==> src/rtl/qed_pkg.sv <==
// Shared QED definitions: RISC-V opcodes used for duplicate classification,
// scheduler state encoding and the issue-slot record.
package qed_pkg;

    localparam logic [6:0] OPC_I     = 7'b0010011;
    localparam logic [6:0] OPC_R     = 7'b0110011;
    localparam logic [6:0] OPC_LOAD  = 7'b0000011;
    localparam logic [6:0] OPC_STORE = 7'b0100011;
    localparam logic [6:0] OPC_JAL   = 7'b1101111;
    localparam logic [2:0] FUNCT3_W  = 3'b010;

    typedef enum logic [1:0] {
        ST_IDLE,
        ST_ORIG,
        ST_DRAIN
    } qed_sched_state_t;

    typedef struct packed {
        logic [31:0] instr;
        logic        is_dup;
    } qed_issue_t;

endpackage

==> src/rtl/qed_dup_scheduler_if.sv <==
// Fetch-side and issue-side handshake bundle of the QED duplicate scheduler.
// The scheduler uses the slave modport; the fetch/issue environment the master.
interface qed_dup_scheduler_if #(
    parameter int DEPTH = 8,
    parameter int CNT_W = $clog2(DEPTH + 1)
);
    logic              qed_ena;
    logic              exec_dup;
    logic [31:0]       ifu_qed_instruction;
    logic              ifu_valid;
    logic              ifu_ready;
    logic [31:0]       qed_instruction;
    logic              qed_valid;
    logic              qed_ready;
    logic              qed_is_dup;
    logic [CNT_W-1:0]  qed_dup_count;
    logic [15:0]       qed_orig_cnt;
    logic [15:0]       qed_dup_cnt;

    modport slave (
        input  qed_ena, exec_dup, ifu_qed_instruction, ifu_valid, qed_ready,
        output ifu_ready, qed_instruction, qed_valid, qed_is_dup,
               qed_dup_count, qed_orig_cnt, qed_dup_cnt
    );

    modport master (
        output qed_ena, exec_dup, ifu_qed_instruction, ifu_valid, qed_ready,
        input  ifu_ready, qed_instruction, qed_valid, qed_is_dup,
               qed_dup_count, qed_orig_cnt, qed_dup_cnt
    );
endinterface

==> src/rtl/qed_decoder.sv <==
// QED instruction decoder: flags the instruction classes that matter for
// duplication (I-type ALU, R-type, LW, SW) and the JAL control-flow barrier.
module qed_decoder
    import qed_pkg::*;
(
    input  logic [6:0] opcode,
    input  logic [2:0] funct3,
    output logic       is_i,
    output logic       is_r,
    output logic       is_lw,
    output logic       is_sw,
    output logic       is_j
);
    assign is_i  = (opcode == OPC_I);
    assign is_r  = (opcode == OPC_R);
    assign is_lw = (opcode == OPC_LOAD)  && (funct3 == FUNCT3_W);
    assign is_sw = (opcode == OPC_STORE) && (funct3 == FUNCT3_W);
    assign is_j  = (opcode == OPC_JAL);
endmodule

==> src/rtl/qed_dup_fifo.sv <==
// Duplicate queue: DEPTH x 32 storage, pointers carry an extra wrap bit so
// full and empty are distinguishable. Only the pointers are reset.
module qed_dup_fifo #(
    parameter int DEPTH = 8,
    parameter int CNT_W = $clog2(DEPTH + 1)
) (
    input  logic             clk,
    input  logic             rst,
    input  logic             push,
    input  logic [31:0]      wdata,
    input  logic             pop,
    output logic [31:0]      rdata,
    output logic             full,
    output logic             empty,
    output logic [CNT_W-1:0] count
);
    localparam int AW = $clog2(DEPTH);
    localparam logic [AW:0] PTR_ONE = (AW + 1)'(1);

    logic [31:0] mem [DEPTH];
    logic [AW:0] wptr, rptr, occ;

    always_ff @(posedge clk or posedge rst) begin
        if (rst) begin
            wptr <= '0;
            rptr <= '0;
        end else begin
            if (push && !full)  wptr <= wptr + PTR_ONE;
            if (pop  && !empty) rptr <= rptr + PTR_ONE;
        end
    end

    always_ff @(posedge clk) begin
        if (push && !full) mem[wptr[AW-1:0]] <= wdata;
    end

    assign rdata = mem[rptr[AW-1:0]];
    assign empty = (wptr == rptr);
    assign full  = (wptr[AW] != rptr[AW]) && (wptr[AW-1:0] == rptr[AW-1:0]);
    assign occ   = wptr - rptr;
    assign count = CNT_W'(occ);
endmodule

==> src/rtl/qed_dup_scheduler.sv <==
// QED duplicate scheduler: issues originals, queues duplicable ones and
// replays them as a tagged burst. Define QED_DUP_STATS_EN for issue counters.
module qed_dup_scheduler
    import qed_pkg::*;
#(
    parameter int DEPTH = 8,
    parameter int CNT_W = $clog2(DEPTH + 1)
) (
    input  logic               clk,
    input  logic               rst,
    qed_dup_scheduler_if.slave bus
);
    qed_sched_state_t state, state_nxt;
    qed_issue_t       issue_q;
    logic             valid_q;
    logic             is_i, is_r, is_lw, is_sw, is_j, dupable;
    logic             hold_j, ifu_rdy, acc, push, pop, out_free;
    logic             fifo_full, fifo_empty;
    logic [31:0]      fifo_rdata;
    logic [CNT_W-1:0] fifo_count;

    qed_decoder u_dec (
        .opcode (bus.ifu_qed_instruction[6:0]),
        .funct3 (bus.ifu_qed_instruction[14:12]),
        .is_i   (is_i),
        .is_r   (is_r),
        .is_lw  (is_lw),
        .is_sw  (is_sw),
        .is_j   (is_j)
    );

    qed_dup_fifo #(.DEPTH(DEPTH), .CNT_W(CNT_W)) u_fifo (
        .clk   (clk),
        .rst   (rst),
        .push  (push),
        .wdata (bus.ifu_qed_instruction),
        .pop   (pop),
        .rdata (fifo_rdata),
        .full  (fifo_full),
        .empty (fifo_empty),
        .count (fifo_count)
    );

    assign dupable  = is_i | is_r | is_lw | is_sw;
    assign out_free = !valid_q || bus.qed_ready;

    always_ff @(posedge clk or posedge rst) begin
        if (rst) state <= ST_IDLE;
        else     state <= state_nxt;
    end

    // A push that lands while qed_ena drops still has to be drained, so the
    // ORIG exit looks at occupancy including this cycle's push.
    always_comb begin
        state_nxt = state;
        case (state)
            ST_IDLE:  if (bus.qed_ena) state_nxt = ST_ORIG;
            ST_ORIG: begin
                if (hold_j
                    || (push && fifo_count == CNT_W'(DEPTH - 1))
                    || (bus.exec_dup && !fifo_empty)
                    || (!bus.qed_ena && (!fifo_empty || push)))
                    state_nxt = ST_DRAIN;
                else if (!bus.qed_ena)
                    state_nxt = ST_IDLE;
            end
            ST_DRAIN: if (pop && fifo_count == CNT_W'(1))
                state_nxt = bus.qed_ena ? ST_ORIG : ST_IDLE;
            default:  state_nxt = ST_IDLE;
        endcase
    end

    always_comb begin
        hold_j  = (state == ST_ORIG) && bus.ifu_valid && is_j && !fifo_empty;
        ifu_rdy = (state != ST_DRAIN) && out_free && !hold_j;
        acc     = bus.ifu_valid && ifu_rdy;
        push    = (state == ST_ORIG) && acc && dupable && !fifo_full;
        pop     = (state == ST_DRAIN) && out_free && !fifo_empty;
    end

    // acc and pop are exclusive: fetch is never accepted in DRAIN.
    always_ff @(posedge clk or posedge rst) begin
        if (rst) begin
            valid_q <= 1'b0;
            issue_q <= '0;
        end else if (acc) begin
            valid_q <= 1'b1;
            issue_q <= '{instr: bus.ifu_qed_instruction, is_dup: 1'b0};
        end else if (pop) begin
            valid_q <= 1'b1;
            issue_q <= '{instr: fifo_rdata, is_dup: 1'b1};
        end else if (bus.qed_ready) begin
            valid_q <= 1'b0;
        end
    end

    assign bus.ifu_ready       = ifu_rdy;
    assign bus.qed_valid       = valid_q;
    assign bus.qed_instruction = issue_q.instr;
    assign bus.qed_is_dup      = issue_q.is_dup;
    assign bus.qed_dup_count   = fifo_count;

`ifdef QED_DUP_STATS_EN
    logic [15:0] orig_cnt, dup_cnt;

    always_ff @(posedge clk or posedge rst) begin
        if (rst) begin
            orig_cnt <= '0;
            dup_cnt  <= '0;
        end else if (valid_q && bus.qed_ready) begin
            if (issue_q.is_dup) begin
                if (dup_cnt != 16'hFFFF) dup_cnt <= dup_cnt + 16'd1;
            end else begin
                if (orig_cnt != 16'hFFFF) orig_cnt <= orig_cnt + 16'd1;
            end
        end
    end

    assign bus.qed_orig_cnt = orig_cnt;
    assign bus.qed_dup_cnt  = dup_cnt;
`else
    assign bus.qed_orig_cnt = '0;
    assign bus.qed_dup_cnt  = '0;
`endif
endmodule

==> src/flat_wrapper.sv <==
// flat-port wrapper written by rule: the top's interface ports become plain ports
module qed_dup_scheduler_flat import qed_pkg::*;
#(
    parameter int DEPTH = 8,
    parameter int CNT_W = $clog2(DEPTH + 1)
)
  (clk, rst, bus_qed_ena, bus_exec_dup, bus_ifu_qed_instruction, bus_ifu_valid, bus_qed_ready, bus_ifu_ready, bus_qed_instruction, bus_qed_valid, bus_qed_is_dup, bus_qed_dup_count, bus_qed_orig_cnt, bus_qed_dup_cnt);
  qed_dup_scheduler_if #(.DEPTH(DEPTH), .CNT_W(CNT_W)) bus_i ();
  input  logic clk;
  input  logic rst;
  input wire logic [$bits(bus_i.qed_ena)-1:0] bus_qed_ena;
  input wire logic [$bits(bus_i.exec_dup)-1:0] bus_exec_dup;
  input wire logic [$bits(bus_i.ifu_qed_instruction)-1:0] bus_ifu_qed_instruction;
  input wire logic [$bits(bus_i.ifu_valid)-1:0] bus_ifu_valid;
  input wire logic [$bits(bus_i.qed_ready)-1:0] bus_qed_ready;
  output wire logic [$bits(bus_i.ifu_ready)-1:0] bus_ifu_ready;
  output wire logic [$bits(bus_i.qed_instruction)-1:0] bus_qed_instruction;
  output wire logic [$bits(bus_i.qed_valid)-1:0] bus_qed_valid;
  output wire logic [$bits(bus_i.qed_is_dup)-1:0] bus_qed_is_dup;
  output wire logic [$bits(bus_i.qed_dup_count)-1:0] bus_qed_dup_count;
  output wire logic [$bits(bus_i.qed_orig_cnt)-1:0] bus_qed_orig_cnt;
  output wire logic [$bits(bus_i.qed_dup_cnt)-1:0] bus_qed_dup_cnt;
  assign bus_i.qed_ena = bus_qed_ena;
  assign bus_i.exec_dup = bus_exec_dup;
  assign bus_i.ifu_qed_instruction = bus_ifu_qed_instruction;
  assign bus_i.ifu_valid = bus_ifu_valid;
  assign bus_i.qed_ready = bus_qed_ready;
  assign bus_ifu_ready = bus_i.ifu_ready;
  assign bus_qed_instruction = bus_i.qed_instruction;
  assign bus_qed_valid = bus_i.qed_valid;
  assign bus_qed_is_dup = bus_i.qed_is_dup;
  assign bus_qed_dup_count = bus_i.qed_dup_count;
  assign bus_qed_orig_cnt = bus_i.qed_orig_cnt;
  assign bus_qed_dup_cnt = bus_i.qed_dup_cnt;
  qed_dup_scheduler #(.DEPTH(DEPTH), .CNT_W(CNT_W)) u_core (.clk(clk), .rst(rst), .bus(bus_i));
endmodule
==> config.mk <==
export PLATFORM = sky130hd
export DESIGN_NAME = qed_dup_scheduler_flat
export DESIGN_NICKNAME = d
export VERILOG_FILES = /design/src/rtl/qed_pkg.sv /design/src/rtl/qed_dup_scheduler_if.sv /design/src/rtl/qed_decoder.sv /design/src/rtl/qed_dup_fifo.sv /design/src/rtl/qed_dup_scheduler.sv /design/src/flat_wrapper.sv
export SDC_FILE = /design/constraint.sdc
export NUM_CORES = 1
export LEC_CHECK = 0
export ABC_AREA = 1
export CAP_MARGIN = 30
export CORE_AREA = 2 2 156 273
export CTS_CLUSTER_DIAMETER = 150
export DETAILED_ROUTE_END_ITERATION = 16
export DIE_AREA = 0 0 158 275
export GPL_TIMING_DRIVEN = 1
export HOLD_SLACK_MARGIN = 0.12
export SLEW_MARGIN = 40
export SYNTH_ARGS = -nofsm -noshare
export SYNTH_HDL_FRONTEND = slang
export SYNTH_SLANG_ARGS = --single-unit
==> constraint.sdc <==
create_clock -name clk -period 4.5 [get_ports clk]
set_clock_uncertainty 0.05 [all_clocks]
set_input_delay 0.9 -clock clk [delete_from_list [all_inputs] [get_ports clk]]
set_output_delay 0.9 -clock clk [all_outputs]
set_load 0.01 [all_outputs]
After elaboration in Yosys (flattened, before gate mapping)
Memories as Yosys holds them, arrays and structs flattened.
Index checks and enable logic that the tools add are counted.

storage, ports and cells
  bits in registers = 44
  RAM bits = 256
  input port bits = 38
  output and inout bits = 71
  memories kept = 1

operators by class
  $add $sub $neg = 3
  equality and inequality tests = 17
  muxes and demuxes = 13
  bitwise logic cells = 3
  reductions and logical operators = 34

memories
  memory             depth  width  read ports  clocked after Yosys merged registers in  wr ports  line                text
  u_core.u_fifo.mem  8      32     1           0                                        1         qed_dup_fifo.sv:20  logic [31:0] mem [DEPTH];

operators by type and width
  cell                                                              number
  33-bit 2-to-1 mux                                                 2
  1-bit logical AND                                                 20
  7-bit by 6-bit == test with 1-bit output (second input constant)  2
  4-bit by 1-bit adder with 4-bit output (second input constant)    2
  2-bit 2-to-1 mux                                                  4
  7-bit by 2-bit == test with 1-bit output (second input constant)  1
  7-bit by 5-bit == test with 1-bit output (second input constant)  1
  7-bit == test (second input constant)                             1
  1-bit 2-to-1 mux                                                  6
  2-bit case mux with 3 select lines                                1
  1-bit logical NOT                                                 5
  1-bit logical OR                                                  5
  4-bit by 1-bit == test with 1-bit output (second input constant)  1
  4-bit by 3-bit == test with 1-bit output (second input constant)  1
  4-bit == test                                                     1
  2-bit != test (second input constant)                             2
  4-bit subtractor                                                  1
  3-bit by 2-bit == test with 1-bit output (second input constant)  1
  3-bit == test                                                     1
  3-bit by 2-bit != test with 1-bit output (second input constant)  1
  1-bit OR                                                          3
  3-bit AND reduction                                               1
  3-bit nonzero test                                                1
  2-bit by 1-bit == test with 1-bit output (second input constant)  1
  other kinds (5)                                                   5

Longest topological paths before layout
Gate-level depths: netlist of the first run.

  word-level depth = 16
  depth in mapped cells = 15
  depth with buffers taken out = 13

Modules after synthesis
Synthesis of the first run repeated with hierarchy kept, for this count alone.

second synthesis, totals
  cells, all modules = 1491
  area, all modules = 14024.7 um2

modules (own cells, without submodules)
  module             instances  cells each  area an instance (um2)  sequential area each (um2)
  qed_dup_fifo       1          1206        11843.9                 7887.6
  qed_dup_scheduler  1          261         2082.0                  900.9
  qed_decoder        1          24          98.8                    0.0

Least setup slack after synthesis of the first run
Ideal clock, no wire load.

  kind = register -> register
  from = register u_core.u_fifo.rptr[2]
  to = memory u_core.u_fifo.mem[2][0] (enable)
  library setup time = 0.461 ns
  data arrival time = 4.233 ns
  data required time = 3.989 ns
  path slack = -0.244 ns
  stages on the path, launching flop included = 13
  path through = dfrtp_1 > clkbuf_1 > clkinv_1 > clkbuf_1 > ha_1 > nand2_1 > nor2_2 > nand2_2 > nand3_2 > nand3_4 > nor2_8 > nand2_1 > nor3_1

on the way
  word-level cells in the longest chain between the ends = 12
  elaborated cells between the ends (all ways) = 15
  those cells by class = eq/ne (2); mux (2); reduce/logical (11)

ends and longest elaborated chain
  item                                      line                     text
  from (decl)                               qed_dup_fifo.sv:21       logic [AW:0] wptr, rptr, occ;
  from (signal assigned)                    qed_dup_fifo.sv:29       if (pop && !empty) rptr <= rptr + PTR_ONE;
  4-bit == test                             qed_dup_fifo.sv:38       assign empty = (wptr == rptr);
  1-bit logical NOT                         qed_dup_scheduler.sv:74  hold_j = (state == ST_ORIG) && bus.ifu_valid && is_j && !fifo_empty;
  1-bit logical AND                         qed_dup_scheduler.sv:74
  1-bit logical NOT                         qed_dup_scheduler.sv:75  ifu_rdy = (state != ST_DRAIN) && out_free && !hold_j;
  1-bit logical AND                         qed_dup_scheduler.sv:75
  1-bit logical AND                         qed_dup_scheduler.sv:76  acc = bus.ifu_valid && ifu_rdy;
  1-bit logical AND (3 in series)           qed_dup_scheduler.sv:77  push = (state == ST_ORIG) && acc && dupable && !fifo_full;
  1-bit logical AND *                       qed_dup_fifo.sv:34       if (push && !full) mem[wptr[AW-1:0]] <= wdata;
  1-bit 2-to-1 mux *                        qed_dup_fifo.sv:34
  1-bit 2-to-1 mux (implied by the code) *  qed_dup_fifo.sv:34
  to (decl)                                 qed_dup_fifo.sv:20

Every way passes the cells marked *; elsewhere a longest branch is shown, timed or not.

Final worst setup path of the first run
  from = register u_core.u_fifo.wptr[2]
  to = output bus_ifu_ready

on the way
  word-level cells in the longest chain between the ends = 5

ends and longest elaborated chain
  item                    line                     text
  from (decl)             qed_dup_fifo.sv:21
  from (signal assigned)  qed_dup_fifo.sv:28       if (push && !full) wptr <= wptr + PTR_ONE;
  4-bit == test           qed_dup_fifo.sv:38
  1-bit logical NOT       qed_dup_scheduler.sv:74
  1-bit logical AND       qed_dup_scheduler.sv:74
  1-bit logical NOT       qed_dup_scheduler.sv:75
  1-bit logical AND       qed_dup_scheduler.sv:75
  to (decl)               flat_wrapper.sv:16       output wire logic [$bits(bus_i.ifu_ready)-1:0] bus_ifu_ready;

No other way between the ends.

==> summary.md, run 1 <==
| Metric | Value |
|---|---|
| Status | finished, final reports clean |
| Number of synthesized register bits | 300 |
| # IOs | approximately 110 |
| # resized after CTS | 0 |
| Leakage | 0.00498 uW |
| Layout net count | approximately 1,100 |
| R2R Setup Slk | between 1000 and 1500 ps |
| Critical Path Fanout Max | 7 |
| Seq/Total Area, Yosys | a little under three quarters |
| Worst-path clk slew | 80 ps |
| Worst R2R End | u_core.bus.qed_instruction[4]$_DFFE_PP0P_ |
| FF-to-FF Start | u_core.u_fifo.wptr[1]$_DFFE_PP0P_ |
| Clock Latency Late Sink | 530 ps |
| Endpoint kind of the worst setup timing path | output pin |
| ANT cells | 0 |
| Total core area | roughly 0.041 mm2 |
| Drt via density | a little under 5 |
| Worst-margin pin slew | 785 ps |
| Residual DRC | 0 |
| CTS Buf Count | 23 |
| Die footprint | 0.0435 mm2 |
| Setup_tns | 0 ps |
| # hold bufs at CTS | 0 |
| Number of flops mapped to enable cells by yosys | about 260 |
| Power per cell area | 579 mW/mm2 |
| Met2 WL | roughly 16,000 um |
| Die Y | around 280 um |
| Area grow syn2layout | 17.5% |
| HP Class | reg2reg |
| CP arrival | 2780 ps |
| Starting Density | a little under 30% |
| Max Buffers Root-to-Sink | 3 |
| 1st-pass router iterations | 4 |
| Final Hold Viols | 0 |
| Reg area | 0.00879 mm2 |
| Total clock sinks | 300 |
| Die Span X | 158 um |
| H-tree Lvls | 1 |
| VDD IR-drop max | 0.376 mV |
| First-pass GRT wire length | 45,800 um |
| RSZ-0062 raised after global routing | false |
| Met3 WL | about 1500 um |
| Fmax | around 0.27 GHz |
| Initial DRC count | ~650 |
| Most common cell after layout, fill and taps aside | edfxtp_1 |
| Fin. max-slew vios | 0 |
| Vias in the first global route | roughly 7,700 |
| Detail Placement HPWL | roughly 18,000 um |
| Global placement routability congestion | ~0.77 |
| Grt ovf | 0 |
| Final Power | approximately 8300 uW |
| Max cap viols | 0 |
| Most frequent cells in the layout | edfxtp_1, nor2_1, o21ai_0 |
| Final setup fails | 0 |
| Worst r2r path cells | 12 |
| Post-Syn Instances | about 1,000 |
| Routed vias | around 8,000 |
| WHS Endpoint | u_core.bus.qed_instruction[22]$_DFFE_PP0P_ |
| Crit Path Class | reg2out |
| Mean post-synth cell area | ~12 um2 |
| Asr flop ratio synth | between 10% and 20% |
| Critical Path Source Type | register |
| Top sig layer | met5 |
| Antenna Violating Nets Remaining | 0 |
| Wirelength, routed | 30,500 um |
| Port Buffers | 76 |
| Met1 Wirelength | 11,600 um |
| Fill cell count | ~4,000 |
| Multi-input logic area | just over 0.003 mm2 |
| Warnings, synthesis | 0 |
| Final Instance Area | between 0.01 and 0.015 mm2 |
| Period Utilization, post-route | between 80% and 90% |
| Synth cell types | 33 |
| Num rows | 99 |
| Hold Crit Depth | 2 |
| Largest net degree at the start of global routing | a little under 100 |
| Post-Syn Area | about 0.012 mm2 |
| Dpl cell area | roughly 0.014 mm2 |
| Layout cells sized above 1 | under 10% |
| Initial antenna violation count | 1 |
| Routed length per instance | 18.7 um |
| Min-delay src | u_core.bus.qed_instruction[22]$_DFFE_PP0P_ |
| Relative slew slack | about 48% |
| Setup bufs post-CTS | 0 |
| CP required | roughly 3600 ps |
| TritonCTS clock tree | yes |
| Minimum clock period | approximately 3700 ps |
| Total Routing Usage GR | between 10% and 20% |
| Main synth FF type | edfxtp_1 |
| Root buffer cell | clkbuf_16 |
## state kept, by name (all words and copies together) (netlist names)
name and flops:
u_core.bus.qed_instruction 32, u_core.bus.qed_is_dup 1, u_core.bus.qed_valid 1, u_core.state 2
u_core.u_fifo.mem 256, u_core.u_fifo.rptr 4, u_core.u_fifo.wptr 4
## per-layer routing
layer  global-route usage, %  vias up
met5                       0        -
met4                    5.33        2
met3                    1.94       62
met2                    26.4      232
met1                    15.6     3909
li1                        -     3643
## critical path, cell delays in order, from the launching register on
cell and delay (ps):
dfrtp_1 530, ha_1 430, nand2_1 90, nor2_2 110, nand2_2 110, a31oi_1 360
clkdlybuf4s50_1 610
## synthesized netlist by cell type (2+ instances only)
library cell	n	area share, %
a21oi_1	2	0.082
buf_1	2	0.061
buf_2	16	0.65
buf_4	35	2.1
clkbuf_1	38	1.2
dfrtp_1	44	9.0
edfxtp_1	256	63
ha_1	5	0.51
inv_1	22	0.67
inv_2	5	0.15
nand2_1	127	3.9
nand3_1	57	2.3
nand4_1	2	0.10
nor2_1	149	4.6
nor2_2	4	0.20
nor3_1	7	0.29
o211ai_1	27	1.7
o21ai_0	131	5.4
o221ai_1	28	2.0
o22ai_1	20	1.0
xor2_1	6	0.43
## final cells by class
| class | count | area share (%) |
|---|---|---|
| sequential | 300 | 61.1 |
| multi-input combinational | 607 | 21.1 |
| timing repair buffer | 101 | 6.87 |
| tap | 555 | 4.82 |
| clock buffer | 30 | 4.39 |
| clock inverter | 12 | 0.973 |
| inverter | 28 | 0.739 |
## cell families after synthesis
family                   count (synthesis)  synth area share [%]
AND/OR/NAND/NOR                        354                  12.1
flip-flops                             300                  71.7
AO/OA/AOI/OAI                          209                  10.2
buffers and inverters                  119                  4.88
XOR/XNOR                                 6                 0.429
adder cells (fa/ha/maj)                  6                 0.674
other                                    1                0.0306
## worst max path at each step
| stage | startpoint | slack [ps] | endpoint | depth (start not counted) |
|---|---|---|---|---|
| floorplan | u_core.u_fifo.rptr[2]$_DFFE_PP0P_ | -240 | u_core.u_fifo.mem[2][0]$_DFFE_PP_ | 12 |
| global placement | bus_ifu_qed_instruction[6] | 760 | u_core.bus.qed_instruction[4]$_DFFE_PP0P_ | 13 |
| detailed placement | bus_ifu_qed_instruction[6] | 720 | u_core.bus.qed_instruction[4]$_DFFE_PP0P_ | 13 |
| CTS | u_core.u_fifo.wptr[1]$_DFFE_PP0P_ | 780 | bus_ifu_ready | 6 |
| global route | bus_ifu_qed_instruction[1] | 710 | bus_ifu_ready | 7 |
| finish | u_core.u_fifo.wptr[2]$_DFFE_PP0P_ | 770 | bus_ifu_ready | 6 |
## stage by stage
stage / utilization, % / cells / hold WS, ps / setup WS (ps)
3_5_place_dp: 32.9 / 1591 / 420 / 718
5_1_grt: 34.8 / 1633 / 457 / 709
3_3_place_gp: 32.9 / 1591 / 416 / 756
4_1_cts: 34.8 / 1633 / 439 / 784
6_report: 34.8 / 1633 / 437 / 770
2_1_floorplan: - / 1026 / 450 / -244
## report_power, final
part	leakage (uW)	internal, uW	switching (uW)
clock	0.000375	1170	949
sequential	0.00283	3210	135
combinational	0.00178	1020	1850
total	0.00498	5400	2930
(Power assumes the default switching activity.)
==> run 2: changes to the inputs <==
==> constraint.sdc (replaced) <==
create_clock -name clk -period 3.6 [get_ports clk]
set_clock_uncertainty 0.05 [all_clocks]
set_input_delay 0.72 -clock clk [delete_from_list [all_inputs] [get_ports clk]]
set_output_delay 0.72 -clock clk [all_outputs]
set_load 0.01 [all_outputs]
==> run 2 against run 1 <==
  * Final cell count up 1.0%
  * Register-to-register slack worse by 680 ps
  * Flip-flop and latch count unchanged
  * First-iteration DRC count up 3.9%
  * Combinational power up 27%
  * Clock power up 23%
  * Die area unchanged
  * Non-clock buffer count up 15
  * Global-route usage up 0.45 points
  * Critical endpoint unchanged
  * Largest cell class unchanged
==> summary.md, run 2 (synthesis results as in run 1) <==
| Metric | Value |
|---|---|
| Status | finished, final reports clean |
| Total core area | 0.0414 mm2 (unchanged) |
| Reg area | 0.00879 mm2 (about the same) |
| Starting Density | 29.6% (unchanged) |
| Antenna Violating Nets Remaining | 0 (unchanged) |
| Die Span X | 158 um (unchanged) |
| Worst r2r path cells | 11 (-1) |
| Routed vias | 8,021 (+2.2%) |
| Fin. max-slew vios | 0 (unchanged) |
| Worst R2R End | u_core.u_fifo.mem[0][21]$_DFFE_PP_ |
| Period Utilization, post-route | between 90% and 100% |
| Die footprint | 0.0435 mm2 (unchanged) |
| RSZ-0062 raised after global routing | false |
| Buffers & Inverters on Critical Path | 3 (+2) |
| HP Class | reg2reg |
| Die Y | 275 um (unchanged) |
| Power per cell area | 715 mW/mm2 (+23%) |
| Layout net count | 1,121 (+1.4%) |
| Max cap viols | 0 (unchanged) |
| R2R Setup Slk | 720 ps (-680 ps) |
| Wirelength, routed | 31,200 um (+2.2%) |
| Port Buffers | 76 (unchanged) |
| Endpoint kind of the worst setup timing path | output pin |
| Largest net degree at the start of global routing | 83 (-15%) |
| Residual DRC | 0 (unchanged) |
| Dpl cell area | 0.0138 mm2 (+1.2%) |
| Core Util, Final | 35.2% (+0.43 points) |
| FF-to-FF Start | u_core.u_fifo.wptr[0]$_DFFE_PP0P_ |
| 1st-pass router iterations | 5 (+1) |
| Crit Path Class | reg2out |
| Worst-margin pin slew | 777 ps (-8.24 ps) |
| Total Routing Usage GR | 14.4% (+0.45 points) |
| CP arrival | 2680 ps (-100 ps) |
| Worst-path clk slew | 70 ps (about the same) |
| ANT cells | 0 (unchanged) |
| Multi-input logic area | 0.00307 mm2 (+0.82%) |
| # IOs | 109 (unchanged) |
| Minimum clock period | around 3500 ps |
| CP endpoint | bus_ifu_ready |
| Routed length per instance | 18.9 um (+1.2%) |
| Grt ovf | 0 (unchanged) |
| # hold bufs at CTS | 0 (unchanged) |
| Crit path largest cell delay | 590 ps (-20 ps) |
| Most frequent cells in the layout | edfxtp_1, nor2_1, o21ai_0 |
| Relative slew slack | 48.2% (+0.63 points) |
| Leakage | 0.00507 uW (+1.8%) |
| VDD IR-drop max | 0.411 mV (+9.3%) |
| Total clock sinks | 300 (unchanged) |
| Max Buffers Root-to-Sink | 3 (unchanged) |
| Root buffer cell | clkbuf_16 |
| Global placement routability congestion | 0.834 (+7.6%) |
| Final setup fails | 0 (unchanged) |
| Detail Placement HPWL | 19,200 um (+6.0%) |
| Max FFs per register | 256 (unchanged) |
| Crit path depth | 7 (+1) |
| Vias in the first global route | 8,076 (+4.3%) |
| TritonCTS clock tree | yes |
| CP top delay family | buffers and inverters |
| Critical Path Source Type | register |
| Most common cell after layout, fill and taps aside | edfxtp_1 |
| Slowest cell on crit path | clkdlybuf4s50_1 |
| Cells along the critical path | inv_1, ha_1, inv_1, nor2_2, nand2_2, a31oi_2, clkdlybuf4s50_1 |
| Initial DRC count | 671 (+3.9%) |
| Most used cell, CP | inv_1 |
| Initial antenna violation count | 1 (unchanged) |
| Final Instance Area | 0.0146 mm2 (+1.2%) |
| Drt via density | 4.86 (+1.2%) |
| Clock Latency Late Sink | 530 ps (about the same) |
| Fill cell count | 4,035 (+0.85%) |
| Layout cells sized above 1 | 9.50% (+1.5 points) |
| First-pass GRT wire length | 47,500 um (+3.7%) |
| H-tree Lvls | 1 (unchanged) |
| Final Hold Viols | 0 (unchanged) |
| Num rows | 99 (unchanged) |
| Critical Path Fanout Max | 5 (-2) |
| CP required | 2830 ps (-720 ps) |
| CTS Buf Count | 24 (+4.3%) |
| Fmax | just under 0.3 GHz |
| Worst Setup SP | u_core.u_fifo.wptr[0]$_DFFE_PP0P_ |
| Area grow syn2layout | 18.9% |
==> run 2: where the power goes <==
part           internal [uW]  switching (uW)
clock network           1400            1210
registers               4010             156
logic                   1310            2330
total                   6730            3690
==> run 2: stage by stage <==
step | hold WS, ps | cells | TNS (ps) | worst slack, ps | power, uW
final | 429 | 1650 | 0 | 147 | 10400
after global routing | 465 | 1650 | 0 | 21.0 | 11000
after CTS | 434 | 1650 | 0 | 44.7 | 10600
after detailed placement | 415 | 1606 | 0 | 290 | 7930
after global placement | 415 | 1606 | 0 | 307 | 7860
after floorplan | 450 | 1026 | -27880 | -209 | 6470
==> run 2: layer usage <==
| metal | GRT usage [%] | part of all wire, % | vias up |
|---|---|---|---|
| li1 | - | - | 3684 |
| met1 | 16.3 | 39 | 4046 |
| met2 | 26.7 | 54 | 230 |
| met3 | 1.56 | 3.7 | 59 |
| met4 | 6.80 | 3.7 | 2 |
| met5 | 0 | 0.042 | - |
==> run 2: worst min-delay path by stage <==
stage | depth (start not counted) | slack (ps) | startpoint | to
2_1_floorplan | 1 | 450 | u_core.u_fifo.wptr[3]$_DFFE_PP0P_ | u_core.u_fifo.wptr[3]$_DFFE_PP0P_
3_3_place_gp | 2 | 420 | u_core.bus.qed_instruction[30]$_DFFE_PP0P_ | u_core.bus.qed_instruction[30]$_DFFE_PP0P_
3_5_place_dp | 2 | 420 | u_core.bus.qed_instruction[10]$_DFFE_PP0P_ | u_core.bus.qed_instruction[10]$_DFFE_PP0P_
4_1_cts | 2 | 430 | u_core.bus.qed_instruction[10]$_DFFE_PP0P_ | u_core.bus.qed_instruction[10]$_DFFE_PP0P_
5_1_grt | 2 | 470 | u_core.bus.qed_instruction[21]$_DFFE_PP0P_ | u_core.bus.qed_instruction[21]$_DFFE_PP0P_
6_report | 2 | 430 | u_core.bus.qed_instruction[10]$_DFFE_PP0P_ | u_core.bus.qed_instruction[10]$_DFFE_PP0P_
==> run 2: layout make-up <==
class | count | area share, %
clock buffer | 34 | 4.66
timing repair buffer | 116 | 7.82
sequential | 300 | 60.3
clock inverter | 10 | 0.652
multi-input combinational | 607 | 21.0
tap | 555 | 4.76
inverter | 28 | 0.730
==> run 2: worst register-to-register path, cell delays in order, from the launching register on <==
cell and delay, ps:
dfrtp_1 460, inv_1 120, ha_1 350, inv_1 90
nor2_2 150, nand2_2 130, nand3_2 150, nand3_4 130
nor2_8 150, nand2_1 260, nor3_4 220, buf_4 310
==> run 2: repair_timing <==
item / CTS / global route
pin swaps: 0 / 0
endpoints found under the setup margin: 1 / 1
setup buffers: 0 / 0
resized for setup: 1 / 1
==> run 3: changes to the inputs <==
--- a/config.mk
+++ b/config.mk
@@ -8,7 +8,7 @@
 export ABC_AREA = 1
 export CAP_MARGIN = 30
 export CORE_AREA = 2 2 156 273
-export CTS_CLUSTER_DIAMETER = 150
+export CTS_CLUSTER_DIAMETER = 30
 export DETAILED_ROUTE_END_ITERATION = 16
 export DIE_AREA = 0 0 158 275
 export GPL_TIMING_DRIVEN = 1
==> run 3 against run 2 <==
  * Count of clock-buffer cells in the layout up 2
  * Flip-flop and latch count unchanged
  * Power up 6.4%
  * Critical endpoint unchanged
  * Highest routed layer unchanged
==> summary.md, run 3 (synthesis results as in run 1) <==
| Metric | Value |
|---|---|
| Status | finished, final reports clean |
| Setup bufs post-CTS | 0 (unchanged) |
| Initial antenna violation count | 1 (unchanged) |
| Minimum clock period | 3490 ps (+39.2 ps) |
| Max FFs per register | 256 (unchanged) |
| ANT cells | 0 (unchanged) |
| Relative slew slack | 47.7% (-0.51 points) |
| Fill cell count | 3,999 (-0.89%) |
| Residual DRC | 0 (unchanged) |
| Total core area | 0.0414 mm2 (unchanged) |
| Critical Path Fanout Max | 5 (unchanged) |
| Initial DRC count | 610 (-9.1%) |
| Largest net degree at the start of global routing | 83 (unchanged) |
| Most common cell after layout, fill and taps aside | edfxtp_1 |
| Layout net count | 1,127 (+0.54%) |
| Antenna Violating Nets Remaining | 0 (unchanged) |
| Most frequent cells in the layout | edfxtp_1, nor2_1, o21ai_0 |
| Total clock sinks | 300 (unchanged) |
| Endpoint kind of the worst setup timing path | output pin |
| Routed vias | 8,105 (+1.0%) |
| Worst R2R End | u_core.u_fifo.mem[0][17]$_DFFE_PP_ |
| # resized after CTS | 1 (unchanged) |
| CTS Buf Count | 30 (+25%) |
| First-pass GRT wire length | 47,700 um (+0.42%) |
| Worst r2r path cells | 11 (unchanged) |
| Fmax | 0.286 GHz (-1.1%) |
| VDD IR-drop max | 0.443 mV (+7.7%) |
| Die Span X | 158 um (unchanged) |
| Final Hold Viols | 0 (unchanged) |
| CP required | 2830 ps (about the same) |
| Final Power | 11,100 uW (+6.4%) |
| Leakage | 0.00522 uW (+2.9%) |
| H-tree Lvls | 1 (unchanged) |
| Post-route insts no fill | 1,662 (+0.73%) |
| Wirelength, routed | 31,400 um (+0.82%) |
| Port Buffers | 76 (unchanged) |
| Most used cell, CP | inv_1 |
| Layout cells sized above 1 | 10.8% (+1.3 points) |
| Vias in the first global route | 8,158 (+1.0%) |
| Final Instance Area | 0.0149 mm2 (+1.9%) |
| Starting Density | 29.6% (unchanged) |
| R2R Setup Slk | 710 ps (about the same) |
| Area grow syn2layout | 21.2% |
| Final setup fails | 0 (unchanged) |
| Core Util, Final | 35.9% (+0.67 points) |
| RSZ-0062 raised after global routing | false |
| Grt ovf | 0 (unchanged) |
| CP endpoint | bus_ifu_ready |
| Critical Path Source Type | register |
| Global placement routability congestion | 0.834 (unchanged) |
| Routed length per instance | 18.9 um (about the same) |
| Placed instance count | 1,606 (unchanged) |
| Max Buffers Root-to-Sink | 3 (unchanged) |
| Die footprint | 0.0435 mm2 (unchanged) |
| Crit path largest cell delay | 590 ps (about the same) |
| Worst-path clk slew | 60 ps (about the same) |
| 1st-pass router iterations | 4 (-1) |
| Slowest cell on crit path | clkdlybuf4s50_1 |
| Crit Path Class | reg2out |
| # IOs | 109 (unchanged) |
| Worst Setup SP | u_core.u_fifo.wptr[0]$_DFFE_PP0P_ |
| Drt via density | 4.88 (+0.32%) |
| TritonCTS clock tree | yes |
| Dpl cell area | 0.0138 mm2 (unchanged) |
| Root buffer cell | clkbuf_16 |
| HP Class | reg2reg |
| Worst-margin pin slew | 784 ps (+7.70 ps) |
| Total Routing Usage GR | 14.4% (+0.048 points) |
| Max cap viols | 0 (unchanged) |
| Period Utilization, post-route | 97.0% (+1.1 points) |
| Num rows | 99 (unchanged) |
| Die Y | 275 um (unchanged) |
| # hold bufs at CTS | 0 (unchanged) |
| Clock Latency Late Sink | 560 ps (+30 ps) |
| Fin. max-slew vios | 0 (unchanged) |
| CP arrival | 2720 ps (+40 ps) |
| FF-to-FF Start | u_core.u_fifo.wptr[0]$_DFFE_PP0P_ |
| Power per cell area | 746 mW/mm2 (+4.4%) |
| Cells along the critical path | inv_1, ha_1, inv_1, nor2_2, nand2_2, a31oi_2, clkdlybuf4s50_1 |
| Detail Placement HPWL | 19,200 um (unchanged) |
==> run 3: changes by cell type in the layout (fill, tap and decap cells not counted), moves of 2 or more <==
cell | previous run | this run
clkbuf_16 | 25 | 31
clkbuf_1 | 7 | 2
inv_8 | 0 | 3
bufinv_16 | 1 | 3
clkinv_2 | 2 | 4
inv_6 | 0 | 2
==> run 3: power by group <==
| group | leakage [uW] | total, uW | switching (uW) | internal [uW] |
|---|---|---|---|---|
| combinational | 0.00188 | 3640 | 2330 | 1310 |
| sequential | 0.00283 | 4170 | 157 | 4010 |
| clock | 0.000510 | 3260 | 1380 | 1880 |
| total | 0.00522 | 11100 | 3870 | 7210 |
==> run 3: worst min-delay path by stage <==
stage / start / end / slack [ps] / depth (start not counted)
final: u_core.bus.qed_instruction[28]$_DFFE_PP0P_ / u_core.bus.qed_instruction[28]$_DFFE_PP0P_ / 430 / 2
after CTS: u_core.bus.qed_instruction[10]$_DFFE_PP0P_ / u_core.bus.qed_instruction[10]$_DFFE_PP0P_ / 430 / 2
after global routing: u_core.bus.qed_instruction[21]$_DFFE_PP0P_ / u_core.bus.qed_instruction[21]$_DFFE_PP0P_ / 470 / 2
after detailed placement: u_core.bus.qed_instruction[10]$_DFFE_PP0P_ / u_core.bus.qed_instruction[10]$_DFFE_PP0P_ / 420 / 2
after floorplan: u_core.u_fifo.wptr[3]$_DFFE_PP0P_ / u_core.u_fifo.wptr[3]$_DFFE_PP0P_ / 450 / 1
after global placement: u_core.bus.qed_instruction[30]$_DFFE_PP0P_ / u_core.bus.qed_instruction[30]$_DFFE_PP0P_ / 420 / 2
==> run 3: stage by stage <==
stage	hold slack, ps	setup WS [ps]	TNS [ps]
floorplan	450	-209	-27880
global placement	415	307	0
detailed placement	415	290	0
CTS	435	5.32	0
global route	467	27.4	0
finish	430	108	0
==> run 3: per-layer routing <==
layer | part of all wire (%) | GRT usage, % | up-vias
li1 | - | - | 3704
met1 | 38 | 16.3 | 4089
met2 | 54 | 26.7 | 231
met3 | 3.6 | 1.48 | 79
met4 | 4.3 | 7.21 | 2
met5 | 0.041 | 0 | -
==> run 3: critical path, delay by kind of cell, from the launching register on <==
kind	cells	cell delay, ps
AND/OR/NAND/NOR	2	280
AO/OA/AOI/OAI	1	280
flip-flops	1	450
adder cells (fa/ha/maj)	1	340
buffers and inverters	3	810
==> run 3: cell type report <==
cell class	instances	area, um2	share of cell area [%]
flip-flops and latches	300	8790	59.2
inverters	28	106	0.716
multi-input cells	607	3070	20.6
clock inverters	20	229	1.54
well taps	555	694	4.67
repair buffers	116	1140	7.67
clock buffers	36	825	5.55
